## config.mk

```make
export PLATFORM = sky130hd
export DESIGN_NAME = dmem_arbiter
export DESIGN_NICKNAME = d
export VERILOG_FILES = /design/src/rtl/dmem_arbiter.sv
export SDC_FILE = /design/constraint.sdc
export NUM_CORES = 1
export LEC_CHECK = 0
export BUFFER_PORTS_ARGS = -buffer_cell sky130_fd_sc_hd__buf_4
export CORE_MARGIN = 5
export CORE_UTILIZATION = 35
export CTS_BUF_LIST = sky130_fd_sc_hd__clkbuf_8
export DETAILED_ROUTE_END_ITERATION = 8
export PLACE_DENSITY = 0.67
export SETUP_SLACK_MARGIN = 0.2
export SYNTH_ARGS = -nofsm -noshare
export SYNTH_HDL_FRONTEND = slang
export SYNTH_SLANG_ARGS = --single-unit
```

## constraint.sdc

```tcl
create_clock -name Clk -period 1.9 [get_ports Clk]
set_input_delay 0.19 -clock Clk [delete_from_list [all_inputs] [get_ports Clk]]
set_output_delay 0.19 -clock Clk [all_outputs]
set_load 0.02 [all_outputs]
```

## src/rtl/dmem_arbiter.sv

```systemverilog
// Two-requester data-memory arbiter: round-robin grant in IDLE, one memory access
// in ACCESS, registered Ack/Err/RData in RESP (one access every three cycles).
module dmem_arbiter #(
   parameter int MEM_BYTES = 131072
) (
   input  logic        Clk,
   input  logic        Reset_n,
   input  logic        Req0,
   input  logic        Req1,
   input  logic        We0,
   input  logic        We1,
   input  logic [31:0] Addr0,
   input  logic [31:0] Addr1,
   input  logic [31:0] WData0,
   input  logic [31:0] WData1,
   output logic        Ack0,
   output logic        Ack1,
   output logic        Err0,
   output logic        Err1,
   output logic [31:0] RData0,
   output logic [31:0] RData1,
   output logic [31:0] MemAddress,
   output logic [31:0] MemWriteData,
   output logic        MemWrite,
   output logic        MemRead,
   input  logic [31:0] MemReadData,
   output logic        Busy
);

   localparam logic [31:0] LIMIT = 32'(MEM_BYTES);

   typedef enum logic [1:0] {IDLE, ACCESS, RESP} state_t;

   state_t      state;
   state_t      state_nxt;
   logic        last;
   logic        grant;
   logic        start;
   logic        we_p1;
   logic        idx_p1;
   logic        rej_p1;
   logic [31:0] sel_addr;
   logic [31:0] rd_val;

   function automatic logic is_rejected(input logic [31:0] addr);
      return (addr[1:0] != 2'b00) || (addr >= LIMIT);
   endfunction

   function automatic logic [31:0] read_word(input logic rej, input logic [31:0] data);
      return rej ? 32'h0 : data;
   endfunction

   always_comb begin
      state_nxt = state;
      grant     = 1'b0;
      MemRead   = 1'b0;
      MemWrite  = 1'b0;
      Busy      = (state != IDLE);
      // On a tie the requester that was not served last wins.
      if (Req0 && Req1) grant = ~last;
      else              grant = Req1;
      case (state)
         IDLE:    if (Req0 || Req1) state_nxt = ACCESS;
         ACCESS: begin
            state_nxt = RESP;
            MemRead   = ~we_p1 & ~rej_p1;
            MemWrite  =  we_p1 & ~rej_p1;
         end
         RESP:    state_nxt = IDLE;
         default: state_nxt = IDLE;
      endcase
   end

   assign start    = (state == IDLE) && (Req0 || Req1);
   assign sel_addr = grant ? Addr1 : Addr0;
   assign rd_val   = read_word(rej_p1, MemReadData);

   always_ff @(posedge Clk or negedge Reset_n) begin
      if (!Reset_n) begin
         state <= IDLE;
         last  <= 1'b1;
      end else begin
         state <= state_nxt;
         if (start) last <= grant;
      end
   end

   // Stage boundary: winner's request latched on IDLE->ACCESS.
   always_ff @(posedge Clk or negedge Reset_n) begin
      if (!Reset_n) begin
         we_p1        <= 1'b0;
         idx_p1       <= 1'b0;
         rej_p1       <= 1'b0;
         MemAddress   <= 32'h0;
         MemWriteData <= 32'h0;
      end else if (start) begin
         we_p1        <= grant ? We1 : We0;
         idx_p1       <= grant;
         rej_p1       <= is_rejected(sel_addr);
         MemAddress   <= sel_addr;
         MemWriteData <= grant ? WData1 : WData0;
      end
   end

   // Stage boundary: response registered on ACCESS->RESP.
   always_ff @(posedge Clk or negedge Reset_n) begin
      if (!Reset_n) begin
         Ack0   <= 1'b0;
         Ack1   <= 1'b0;
         Err0   <= 1'b0;
         Err1   <= 1'b0;
         RData0 <= 32'h0;
         RData1 <= 32'h0;
      end else begin
         Ack0 <= 1'b0;
         Ack1 <= 1'b0;
         Err0 <= 1'b0;
         Err1 <= 1'b0;
         if (state == ACCESS) begin
            if (idx_p1) begin
               Ack1 <= 1'b1;
               Err1 <= rej_p1;
            end else begin
               Ack0 <= 1'b1;
               Err0 <= rej_p1;
            end
            if (!we_p1) begin
               if (idx_p1) RData1 <= rd_val;
               else        RData0 <= rd_val;
            end
         end
      end
   end

endmodule

```

==> run summary <==
Input and output buffers added on the ports amount to 300. Once the floorplan was initialized, standard cells occupied 35.6% of the core. The number of max-cap violations is 0.

The final-report setup violation count came out at 0. The shortest period the worst path allows came out at 1620 ps. The clock arrives with 10.7 ps of skew.

The final period utilization is 85.5%. Clock tree synthesis found a total of 138 sinks. The initial antenna violation count is 0. The cell count after synthesis is 571.

At the pin with the least slew margin, the transition time is 503 ps. After synthesis the netlist holds a flip-flop and latch count of 138. After synthesis, the most frequently instantiated cells are dfrtp_1 (137), nor2_1 (70), a21oi_1 (68), nand2_1 (65), mux2i_1 (64). The power density of the placed cells is 1500 mW/mm². In the routed design, unresolved DRC markers number 0. The antenna diode instance count came out at 0.

The distinct cell type count after synthesis came out at 32. The die outline height came out at 142 µm. The total wire length is 18.6 mm. The cell area after technology mapping is 0.00614 mm².

The die width came out at 142 µm. The clock network latency to the later pin of the worst-skew pair came out at 440 ps. The leakage power summed over all cells came out at 4.33 nW. The global-route usage over all layers came out at 18.4%. The share of synthesized area occupied by flip-flops and latches came out at 56.3%. The type of the most critical hold path is in -> reg. The total placed instance area is 0.00852 mm². The endpoint arrival time on the critical path is 1940 ps. The number of top-level design ports is 301.

Setup repair after global routing could not meet its margin everywhere. The sort of element at the start of the critical path is an input pin. The detailed-route via count came out at 5189. STA classifies the critical path endpoint as a register. The detailed-router iteration count before antenna repair is 4. The share of flip-flops with an asynchronous set or reset came out at 100%.

The run finished with clean final reports. The type of the setup path with the least slack is in -> reg. The library cell occupying the most area in the post-synthesis netlist is dfrtp_1. The number of enable flip-flop cells after synthesis is 0.

The placement row count is 48. The total die area came out at 0.0203 mm². The total power after layout is 13.6 mW. The wire length of the first global-routing pass came out at 28.9 mm. The final design utilization is 52.5%. The placeable core region came out at 0.0172 mm². The aggregate negative setup slack is 0 ps. By area the synthesized netlist is led by dfrtp_1 (56%), mux2i_1 (10%), a21oi_1 (5.5%). The average wire length per cell after detail routing is 16.7 µm. The yosys synthesis warning count came out at 0.

The peak fanout along the critical path came out at 15. In the post-synthesis netlist, the cell with the most instances is dfrtp_1. The number of max-slew violations in the final report came out at 0. The level count of the clock H-tree is 4. The average vias per placed instance came out at 4.67. The maximum clock frequency is 616 MHz. The total count of hold-check failures in the final report is 0. The cell at the root of the clock tree is clkbuf_8. Once detail routing completed, the nets flagged for antenna violations numbered 0. The maximum number of pins on one net before global-route repair came out at 91. The wire length on met1 came out at 7.00 mm. Cells with a size suffix above 1 make up 44.0% of the layout.

The final net count is 1040. The worst pin sits at a relative slew slack of 66.2%. The final estimated routing congestion in global placement is 0.789. The met2 wirelength from detailed routing came out at 9.19 mm. The total nets after synthesis is 737.

The number of buffers inserted during clock tree synthesis is 17. The clock transition time at the flip-flop clock pins of the worst setup and hold paths is 80 ps. The sum of net half-perimeters after detailed placement is 14.3 mm. The required time of the critical path is 2210 ps. The via count of the first global-routing pass was 5420.

The number of DRC markers in iteration 0 is 193. The maximum VDD drop came out at 0.000845 V. The detailed route wirelength on metal3 came out at 2.01 mm. The layout overhead on the synthesized area is 47.4%. TritonCTS built the clock tree. The final design instance area without fill is 0.00904 mm². The highest routing layer actually used is met4. The top-area cell type share of the netlist area came out at 55.9%. For this run the aggregate overflow at the end of global routing stands at 0. The longest clock path from root to sink contains 2 buffers.

Dividing the synthesized area by the synthesized cell count gives 10.7 µm². The most used flip-flop cell after synthesis is dfrtp_1.
-- worst max-delay path, stage by stage --
cell and delay (ps):
dlygate4sd3_1 550, buf_4 160, a21boi_4 270, buf_4 330
mux2i_1 320, a21oi_1 100
-- where the power goes --
part / switching, mW / total, mW / internal (mW)
logic: 3.62 / 6.20 / 2.59
clock network: 1.21 / 2.55 / 1.34
registers: 0.704 / 4.84 / 4.14
-- routing by layer --
layer	global-route usage (%)	vias to the layer above
met5	0	-
met4	5.90	0
met3	8.47	24
met2	30.4	205
met1	21.3	2403
li1	-	2557
-- area by class of cell --
type | instances | area [µm²]
clock buffers | 18 | 248
flip-flops and latches | 138 | 3450
clock inverters | 14 | 171
fillers | 1606 | 8190
repair buffers | 323 | 2530
inverters | 4 | 15.0
multi-input cells | 390 | 2350
well taps | 225 | 282
-- metrics by stage --
step                hold slack, ps  setup WS, ps  instances
floorplan                     -106           516        571
global placement               157           317       1070
detailed placement             154           300       1070
CTS                           1.33           217       1111
global route                  7.63           198       1112
finish                        39.3           276       1112
-- cells by family after synthesis --
group | synth area share (%)
compound gates | 13.7
buf+inv | 5.59
flops | 56.3
mux | 10.4
simple gates | 14.0
-- layout by cell type, fill, tap and decap left out --
| cell | instances |
|---|---|
| or2b_1 | 1 |
| nand2b_1 | 33 |
| nor3b_1 | 1 |
| nand2_1 | 65 |
| nand2b_4 | 1 |
| nor2_1 | 70 |
| nor2_2 | 1 |
| or3_2 | 2 |
| nor3_2 | 1 |
| and3_1 | 3 |
| clkinv_4 | 1 |
| o21ai_1 | 29 |
| or4_1 | 1 |
| o21ai_0 | 1 |
| a21oi_1 | 68 |
| dfstp_2 | 1 |
| clkinvlp_4 | 5 |
| bufinv_16 | 3 |
| inv_1 | 4 |
| inv_2 | 1 |
| clkinv_2 | 1 |
| clkbuf_8 | 18 |
| inv_6 | 3 |
| dlygate4sd3_1 | 10 |
| nor4_1 | 7 |
| mux2i_1 | 64 |
| o21ai_2 | 37 |
| a31oi_1 | 1 |
| buf_12 | 6 |
| nand3_1 | 1 |
| buf_6 | 1 |
| nor2_4 | 1 |
| buf_4 | 306 |
| a21boi_4 | 1 |
| nand4_1 | 1 |
| dfrtp_1 | 137 |
-- timing repair --
action / in CTS / in global routing
setup endpoints to repair: 0 / 1
hold endpoints to repair: 51 / 1
buffers inserted: 0 / 0
hold buffers: 9 / 1
resized for setup: 0 / 1
-- final timing paths --
check | endpoint | start | slack [ps] | depth (start not counted)
setup reg to reg | RData0[10]$_DFFE_PN0P_ | state[1]$_DFFE_PN0P_ | 310 | 5
setup / recovery | MemWriteData[29]$_DFFE_PN0P_ | Req0 | 280 | 6
hold / removal | MemAddress[11]$_DFFE_PN0P_ | Addr0[11] | 40 | 3
min in group asynchronous | RData0[13]$_DFFE_PN0P_ | Reset_n | 260 | 2
hold reg to reg | Ack0$_DFF_PN0_ | idx_p1$_DFFE_PN0P_ | 470 | 1
max in group asynchronous | RData1[2]$_DFFE_PN0P_ | Reset_n | 1030 | 3
-- sequential cells by signal (all words and copies together), names as in the netlist, 2 cells and up --
register and cells:
MemAddress 32, RData0 32, MemWriteData 32, state 2
RData1 32
Note: power is estimated with default switching activity, not from simulation.
